==> config.mk <==
export PLATFORM = sky130hd
export DESIGN_NAME = sys_ctrl
export DESIGN_NICKNAME = d
export VERILOG_FILES = /design/src/rtl/sys_ctrl.sv
export SDC_FILE = /design/constraint.sdc
export NUM_CORES = 1
export LEC_CHECK = 0
export CAP_MARGIN = 20
export CELL_PAD_IN_SITES_DETAIL_PLACEMENT = 1
export CELL_PAD_IN_SITES_GLOBAL_PLACEMENT = 2
export CORE_MARGIN = 2
export CORE_UTILIZATION = 27
export CTS_CLUSTER_DIAMETER = 80
export DETAILED_ROUTE_END_ITERATION = 16
export GPL_ROUTABILITY_DRIVEN = 0
export HOLD_SLACK_MARGIN = 0.12
export PLACE_DENSITY_LB_ADDON = 0.08
export SYNTH_ARGS = -nofsm -noshare
export SYNTH_HDL_FRONTEND = slang
export SYNTH_SLANG_ARGS = --single-unit
==> constraint.sdc <==
create_clock -name clk -period 1.71 [get_ports clk]
set_input_delay 0.342 -clock clk [delete_from_list [all_inputs] [get_ports clk]]
set_output_delay 0.342 -clock clk [all_outputs]
set_load 0.01 [all_outputs]
==> src/rtl/sys_ctrl.sv <==
// sys_ctrl: command sequencer between UART RX, register file, ALU and TX FIFO.
// Latency: WrEn/RdEn/ALU_EN one cycle after the accepting RX_D_VLD; TX push same cycle FIFO_FULL=0.
// Backpressure: FIFO_FULL holds TX_B0/TX_B1 with TX_P_DATA stable; one command in flight.
//
// Ports: clk, rst_n (async active-low); RX_P_DATA/RX_D_VLD byte input; RdData/RdData_Valid
// regfile read return; ALU_OUT/OUT_Valid ALU result; FIFO_FULL TX backpressure;
// WrEn/RdEn/Address/WrData regfile master; ALU_EN/ALU_FUN/CLK_EN ALU control;
// TX_P_DATA/TX_D_VLD TX FIFO push; busy = not IDLE.
// Optional macro CMD_TIMEOUT_EN: abandon a partial command after TIMEOUT_CYC silent cycles.
module sys_ctrl #(
    parameter int DW          = 8,
    parameter int AW          = 4,
    parameter int TIMEOUT_CYC = 255
) (
    input  logic            clk,
    input  logic            rst_n,
    input  logic [DW-1:0]   RX_P_DATA,
    input  logic            RX_D_VLD,
    input  logic [DW-1:0]   RdData,
    input  logic            RdData_Valid,
    input  logic [2*DW-1:0] ALU_OUT,
    input  logic            OUT_Valid,
    input  logic            FIFO_FULL,
    output logic            WrEn,
    output logic            RdEn,
    output logic [AW-1:0]   Address,
    output logic [DW-1:0]   WrData,
    output logic            ALU_EN,
    output logic [3:0]      ALU_FUN,
    output logic            CLK_EN,
    output logic [DW-1:0]   TX_P_DATA,
    output logic            TX_D_VLD,
    output logic            busy
);

    localparam logic [DW-1:0] CMD_WR   = DW'(8'hAA);
    localparam logic [DW-1:0] CMD_RD   = DW'(8'hBB);
    localparam logic [DW-1:0] CMD_ALU  = DW'(8'hCC);
    localparam logic [DW-1:0] CMD_ALUN = DW'(8'hDD);

    typedef enum logic [3:0] {
        IDLE, WR_ADDR, WR_DATA, RD_ADDR, RD_WAIT,
        OPA, OPB, FUNC, ALU_WAIT, TX_B0, TX_B1
    } state_t;

    state_t             state, state_nxt;
    logic [AW-1:0]      addr_q, addr_q_nxt;
    logic [2*DW-1:0]    res_q, res_nxt;
    logic               two_byte_q, two_byte_nxt;
    logic               wr_en_nxt, rd_en_nxt, alu_en_nxt;
    logic [AW-1:0]      address_nxt;
    logic [DW-1:0]      wr_data_nxt;
    logic [3:0]         alu_fun_nxt;

`ifdef CMD_TIMEOUT_EN
    localparam int TCW = $clog2(TIMEOUT_CYC + 1);
    logic [TCW-1:0] tmo_cnt;
    logic           timed;
    logic           tmo_hit;

    // Only the parser states wait on the host; wait/TX states depend on local blocks.
    assign timed   = (state == WR_ADDR) || (state == WR_DATA) || (state == RD_ADDR) ||
                     (state == OPA) || (state == OPB) || (state == FUNC);
    assign tmo_hit = timed && !RX_D_VLD && (tmo_cnt == TCW'(TIMEOUT_CYC - 1));

    always_ff @(posedge clk or negedge rst_n) begin
        if (!rst_n)
            tmo_cnt <= '0;
        else if (RX_D_VLD || !timed || tmo_hit)
            tmo_cnt <= '0;
        else
            tmo_cnt <= tmo_cnt + 1'b1;
    end
`endif

    always_comb begin
        state_nxt    = state;
        addr_q_nxt   = addr_q;
        res_nxt      = res_q;
        two_byte_nxt = two_byte_q;
        wr_en_nxt    = 1'b0;
        rd_en_nxt    = 1'b0;
        alu_en_nxt   = 1'b0;
        address_nxt  = Address;
        wr_data_nxt  = WrData;
        alu_fun_nxt  = ALU_FUN;
        case (state)
            IDLE: if (RX_D_VLD) begin
                case (RX_P_DATA)
                    CMD_WR:   state_nxt = WR_ADDR;
                    CMD_RD:   state_nxt = RD_ADDR;
                    CMD_ALU:  state_nxt = OPA;
                    CMD_ALUN: state_nxt = FUNC;
                    default:  state_nxt = IDLE;
                endcase
            end
            WR_ADDR: if (RX_D_VLD) begin
                addr_q_nxt = RX_P_DATA[AW-1:0];
                state_nxt  = WR_DATA;
            end
            WR_DATA: if (RX_D_VLD) begin
                wr_en_nxt   = 1'b1;
                address_nxt = addr_q;
                wr_data_nxt = RX_P_DATA;
                state_nxt   = IDLE;
            end
            RD_ADDR: if (RX_D_VLD) begin
                rd_en_nxt   = 1'b1;
                address_nxt = RX_P_DATA[AW-1:0];
                state_nxt   = RD_WAIT;
            end
            RD_WAIT: if (RdData_Valid) begin
                res_nxt      = {{DW{1'b0}}, RdData};
                two_byte_nxt = 1'b0;
                state_nxt    = TX_B0;
            end
            // Operands land in fixed regfile slots 0 and 1 where the ALU reads them.
            OPA: if (RX_D_VLD) begin
                wr_en_nxt   = 1'b1;
                address_nxt = AW'(0);
                wr_data_nxt = RX_P_DATA;
                state_nxt   = OPB;
            end
            OPB: if (RX_D_VLD) begin
                wr_en_nxt   = 1'b1;
                address_nxt = AW'(1);
                wr_data_nxt = RX_P_DATA;
                state_nxt   = FUNC;
            end
            FUNC: if (RX_D_VLD) begin
                alu_fun_nxt = RX_P_DATA[3:0];
                alu_en_nxt  = 1'b1;
                state_nxt   = ALU_WAIT;
            end
            ALU_WAIT: if (OUT_Valid) begin
                res_nxt      = ALU_OUT;
                two_byte_nxt = 1'b1;
                state_nxt    = TX_B0;
            end
            TX_B0: if (!FIFO_FULL) state_nxt = two_byte_q ? TX_B1 : IDLE;
            TX_B1: if (!FIFO_FULL) state_nxt = IDLE;
            default: state_nxt = IDLE;
        endcase
`ifdef CMD_TIMEOUT_EN
        if (tmo_hit) state_nxt = IDLE;
`endif
    end

    always_ff @(posedge clk or negedge rst_n) begin
        if (!rst_n) begin
            state      <= IDLE;
            addr_q     <= '0;
            res_q      <= '0;
            two_byte_q <= 1'b0;
            WrEn       <= 1'b0;
            RdEn       <= 1'b0;
            ALU_EN     <= 1'b0;
            Address    <= '0;
            WrData     <= '0;
            ALU_FUN    <= '0;
        end else begin
            state      <= state_nxt;
            addr_q     <= addr_q_nxt;
            res_q      <= res_nxt;
            two_byte_q <= two_byte_nxt;
            WrEn       <= wr_en_nxt;
            RdEn       <= rd_en_nxt;
            ALU_EN     <= alu_en_nxt;
            Address    <= address_nxt;
            WrData     <= wr_data_nxt;
            ALU_FUN    <= alu_fun_nxt;
        end
    end

    // Push is gated by the live FIFO_FULL so a byte is never offered into a full FIFO.
    assign TX_D_VLD  = ((state == TX_B0) || (state == TX_B1)) && !FIFO_FULL;
    assign TX_P_DATA = (state == TX_B1) ? res_q[2*DW-1:DW] : res_q[DW-1:0];
    assign CLK_EN    = (state == FUNC) || (state == ALU_WAIT);
    assign busy      = (state != IDLE);

endmodule

Yosys cells after proc, flatten, opt, wreduce, memory -nomap -nowiden
Index checks and enable logic that the tools add are counted.

operators by class
  equal/unequal tests = 25
  muxes and demuxes = 29
  reductions and logical operators = 15

operators by type and width
  operator              count
  $mux W4               15
  $pmux W4 S11          1
  $eq A8 B8 Y1 const B  4
  $mux W16              2
  $pmux W16 S2          1
  $ne A2 B2 Y1 const B  11
  $eq A4 B3 Y1 const B  4
  $pmux W4 S4           1
  $eq A4 B4 Y1 const B  3
  $pmux W3 S4           1
  $reduce_and A11 Y1    1
  $eq A4 B2 Y1 const B  2
  $mux W8               1
  $reduce_bool A4 Y1    2
  $mux W1               6
  $reduce_and A2 Y1     3
  $reduce_and A5 Y1     1
  $eq A4 B1 Y1 const B  1
  $logic_not A4 Y1      1
  $reduce_and A3 Y1     1
  $reduce_or A3 Y1      1
  $logic_or A1 B1 Y1    2
  $pmux W1 S2           1
  $reduce_bool A2 Y1    1
  other kinds (2)       2

storage, ports and cells
  register bits after elaboration = 44
  bits of input ports = 38
  word-level logic and storage cells = 79

Depth between registers and ports, before layout
  word-level depth = 4
  gate-level depth with buffers = 6
  gate-level depth less buffers = 4

Least setup slack after synthesis
OpenSTA, ideal clock, no wires.

  path kind = register -> output
  start point = register state[3]
  end point = output TX_P_DATA[0]
  arrival = 1.450 ns
  data required time = 1.368 ns
  setup slack = -0.082 ns
  cell stages (with the launch flop) = 5
  path buffers = 1
  cells stage by stage = dfrtp_1 -> buf_2 -> nand2b_1 -> nor2_1 -> mux2_2

between the ends
  longest elaborated chain between the ends = 2

RTL lines
  item                    RTL line  source
  from (decl)             46        state_t state, state_nxt;
  from (signal assigned)  162       state <= state_nxt;
  $eq A4 B4 Y1            177       assign TX_P_DATA = (state == TX_B1) ? res_q[2*DW-1:DW] : res_q[DW-1:0];
  $mux W8                 177
  to (decl)               31        output logic [DW-1:0] TX_P_DATA,

No other way between the ends.

Worst setup path in the final report
  start point = register state[0]
  end point = output TX_P_DATA[7]

Same word-level chain as after synthesis.

==> flow_summary.toml <==
[floorplan]
start_util_pct = 27.94
fp.coreArea_sq_um = 8258
die_w_um = 96.44
die-area_sq_um = 9301
boundaryPins = 68
chipHeight_um = 96.44
rows = 33

[worst_setup_path]
crit_path_end_kind = "output port"
cp_slowest_cell = "dfrtp_1"
crit_path_start_kind = "register"
worstPathCellList = "nand2b_4 > nor2_4 > buf_12 > mux2_4 > buf_6"
crit_type = "reg -> out"
crit_fanout = 8
max_stage_delay_ns = 0.41
cp.arrival_ns = 1.58
cp.required_ns = 1.37

[detailed_routing]
final_antenna_net_count = 0
remaining_drc_errors = 0
drt_iter0_drc = 39
drtPass1Iterations = 4
vias = 2112
totalWireLength_um = 7713
via_per_inst = 4.822
wl_per_cell_um = 17.61

[timing]
fin_crit_ns = 1.921
max_freq_mhz = 520.6
finalCritPeriodShare_pct = 112.3
slew_headroom_pct = 65.13
setup_viol = 25
hold_viol_final = 0
tightest_slew_ns = 0.5212
hold-worst-slack_ns = 0.4485
clock_skew_ns = 0.006504
rsz0062_at_grt = "yes"
slew_violations = 0
setup_slack_ns = -0.2110

[synth]
syn_inst = 196
synthesis.nets = 234
synth_flop_cell = "dfrtp_1"
yosys.area.top_type = "dfrtp_1"
synthTopCellsByArea = "dfrtp_1 48%, mux2_2 19%, a22o_1 3.4%"
synth-async-reset-ratio_pct = 100.0
yosys_register_bits = 44
synth_cell_type_count = 46
synth_edf_count = 0
yosys_warnings = 0
syn_area_sq_um = 2307
synth_area_per_cell_sq_um = 11.77
yosysTopAreaCellShare_pct = 47.72
ys_seq_area_share_pct = 47.72

[grt]
grt_pass1_vias = 2315
grt_pass1_wl_um = 11890
grt.total_usage_pct = 17.14
antenna_found_initial = 0
grt_max_degree = 29
grt-ovfl-total = 0

[cts]
clock-sinks = 44
cts_made_buffers = 5
cts_root_buf = "clkbuf_8"
cts.clk_slew.worst_paths_ns = 0.09
worstSkewPairLatency_ns = 0.30
cts_buffer_depth = 2
cts_tree = "yes"
htree_levels = 2

[flow_run]
max_cap_violations = 0

[finish]
nNetsFinal = 370
final_cell_mix = "51 x clkdlybuf4s50_1, 43 x dfrtp_1, 40 x buf_4"
drive_gt1_share_pct = 51.35
antenna_cells_inserted = 0
mostFrequentLayoutCell = "clkdlybuf4s50_1"
area_delta_synth_final_pct = 81.29

[min_path]
hp-class = "in -> reg"

[power]
p_leak_nw = 1.850
total_power_mw = 6.917
ir_drop_mv = 0.7704
power_density_nw_per_um2 = 1654

[placement]
pre_cts_ws_ns = -0.5593
portBuffers = 67
dpl.hpwl_um = 5188

[status]
status = "complete, but fails checks"
violations = "setup timing"
## per-stage QoR
| step | setup TNS [ns] | instance area, sq um | cells | util, % |
|---|---|---|---|---|
| 3_5_place_dp | -8.099 | 3432 | 402 | 41.56 |
| 5_1_grt | -5.100 | 4183 | 438 | 50.65 |
| 6_report | -3.359 | 4183 | 438 | 50.65 |
| 3_3_place_gp | -8.188 | 3432 | 402 | 41.56 |
| 4_1_cts | -4.991 | 3991 | 431 | 48.33 |
| 2_1_floorplan | -0.005940 | 2320 | 196 | - |
## state kept, by name, indices dropped and copies added, names as in the netlist
register,flops
addr_q,4
ALU_EN,1
WrData,8
ALU_FUN,4
WrEn,1
Address,4
two_byte_q,1
RdEn,1
state,4
res_q,16
## cell families (layout without fill, tap and decap cells)
group | after synthesis | in the layout | synth area share, %
mux | 40 | 40 | 19.52
buf+inv | 16 | 152 | 3.579
xor+xnor | 3 | 3 | 1.139
flops | 44 | 44 | 47.72
compound gates | 42 | 42 | 14.21
simple gates | 51 | 52 | 13.83
## per-layer routing
layer  vias up  global-route usage, %  share of wire [%]
met5         -                      0                  0
met4         0                  3.991               0.87
met3         9                  3.026                3.9
met2        49                  32.06                 54
met1      1054                  20.30                 41
li1       1000                      -                  -
## area by class of cell
cell class | count | area, sq um
clock inverters | 3 | 42.54
well taps | 105 | 131.4
inverters | 4 | 15.01
multi-input cells | 137 | 1456
repair buffers | 140 | 1366
clock buffers | 5 | 68.82
flip-flops and latches | 44 | 1102
fillers | 882 | 4075
## repair_timing
action / 4_1_cts / 5_1_grt
setup endpoints to repair: 40 / 52
setup buffers: 17 / 8
resized for setup: 123 / 40
hold buffers: 1 / 0
cloned: 3 / 1
pin swaps: 16 / 19
hold endpoints to repair: 16 / 0
## report_power, final
group	total [mW]	internal (mW)	switching, mW
combinational	4.31	2.60	1.70
sequential	1.80	1.50	0.296
clock	0.810	0.433	0.377
total	6.92	4.54	2.38
## final timing paths
kind,startpoint,end,slack [ns],cells after the start
worst max-delay path,state[0],TX_P_DATA[7],-0.21,5
worst min-delay path,RX_P_DATA[5],WrData[5],0.45,2
worst max register to register,state[2],res_q[1],-0.18,7
worst min register to register,res_q[2],res_q[2],0.51,1
max in group asynchronous,rst_n,state[1],0.68,3
min in group asynchronous,rst_n,Address[0],0.51,2
## cell usage after synthesis (2+ instances only)
cell      count
a31oi_1       4
nor3b_1       2
o21ai_0       8
nor4bb_1      2
dfrtp_1      44
buf_4         2
nor3_1        7
nand3_1       5
mux2_2       39
clkbuf_1      3
buf_2         6
nand2_1       4
nor2_1        6
inv_1         4
a21o_1        2
or4bb_1       2
a22o_1        9
o22a_1        2
a21oi_1       4
a32oi_1       2
and2_1        2
xor2_1        2
and3_1        2
nand4_1       2
nand2b_1      6
nor2b_1       3
nand3b_1      2
o21ai_1       2
## worst max-delay path, delay by kind of cell, from the launching register on
kind | cells | cell delay (ns)
flops | 1 | 0.41
simple gates | 2 | 0.29
mux | 1 | 0.31
buf+inv | 2 | 0.26
Power figures use the tool's default switching activity.
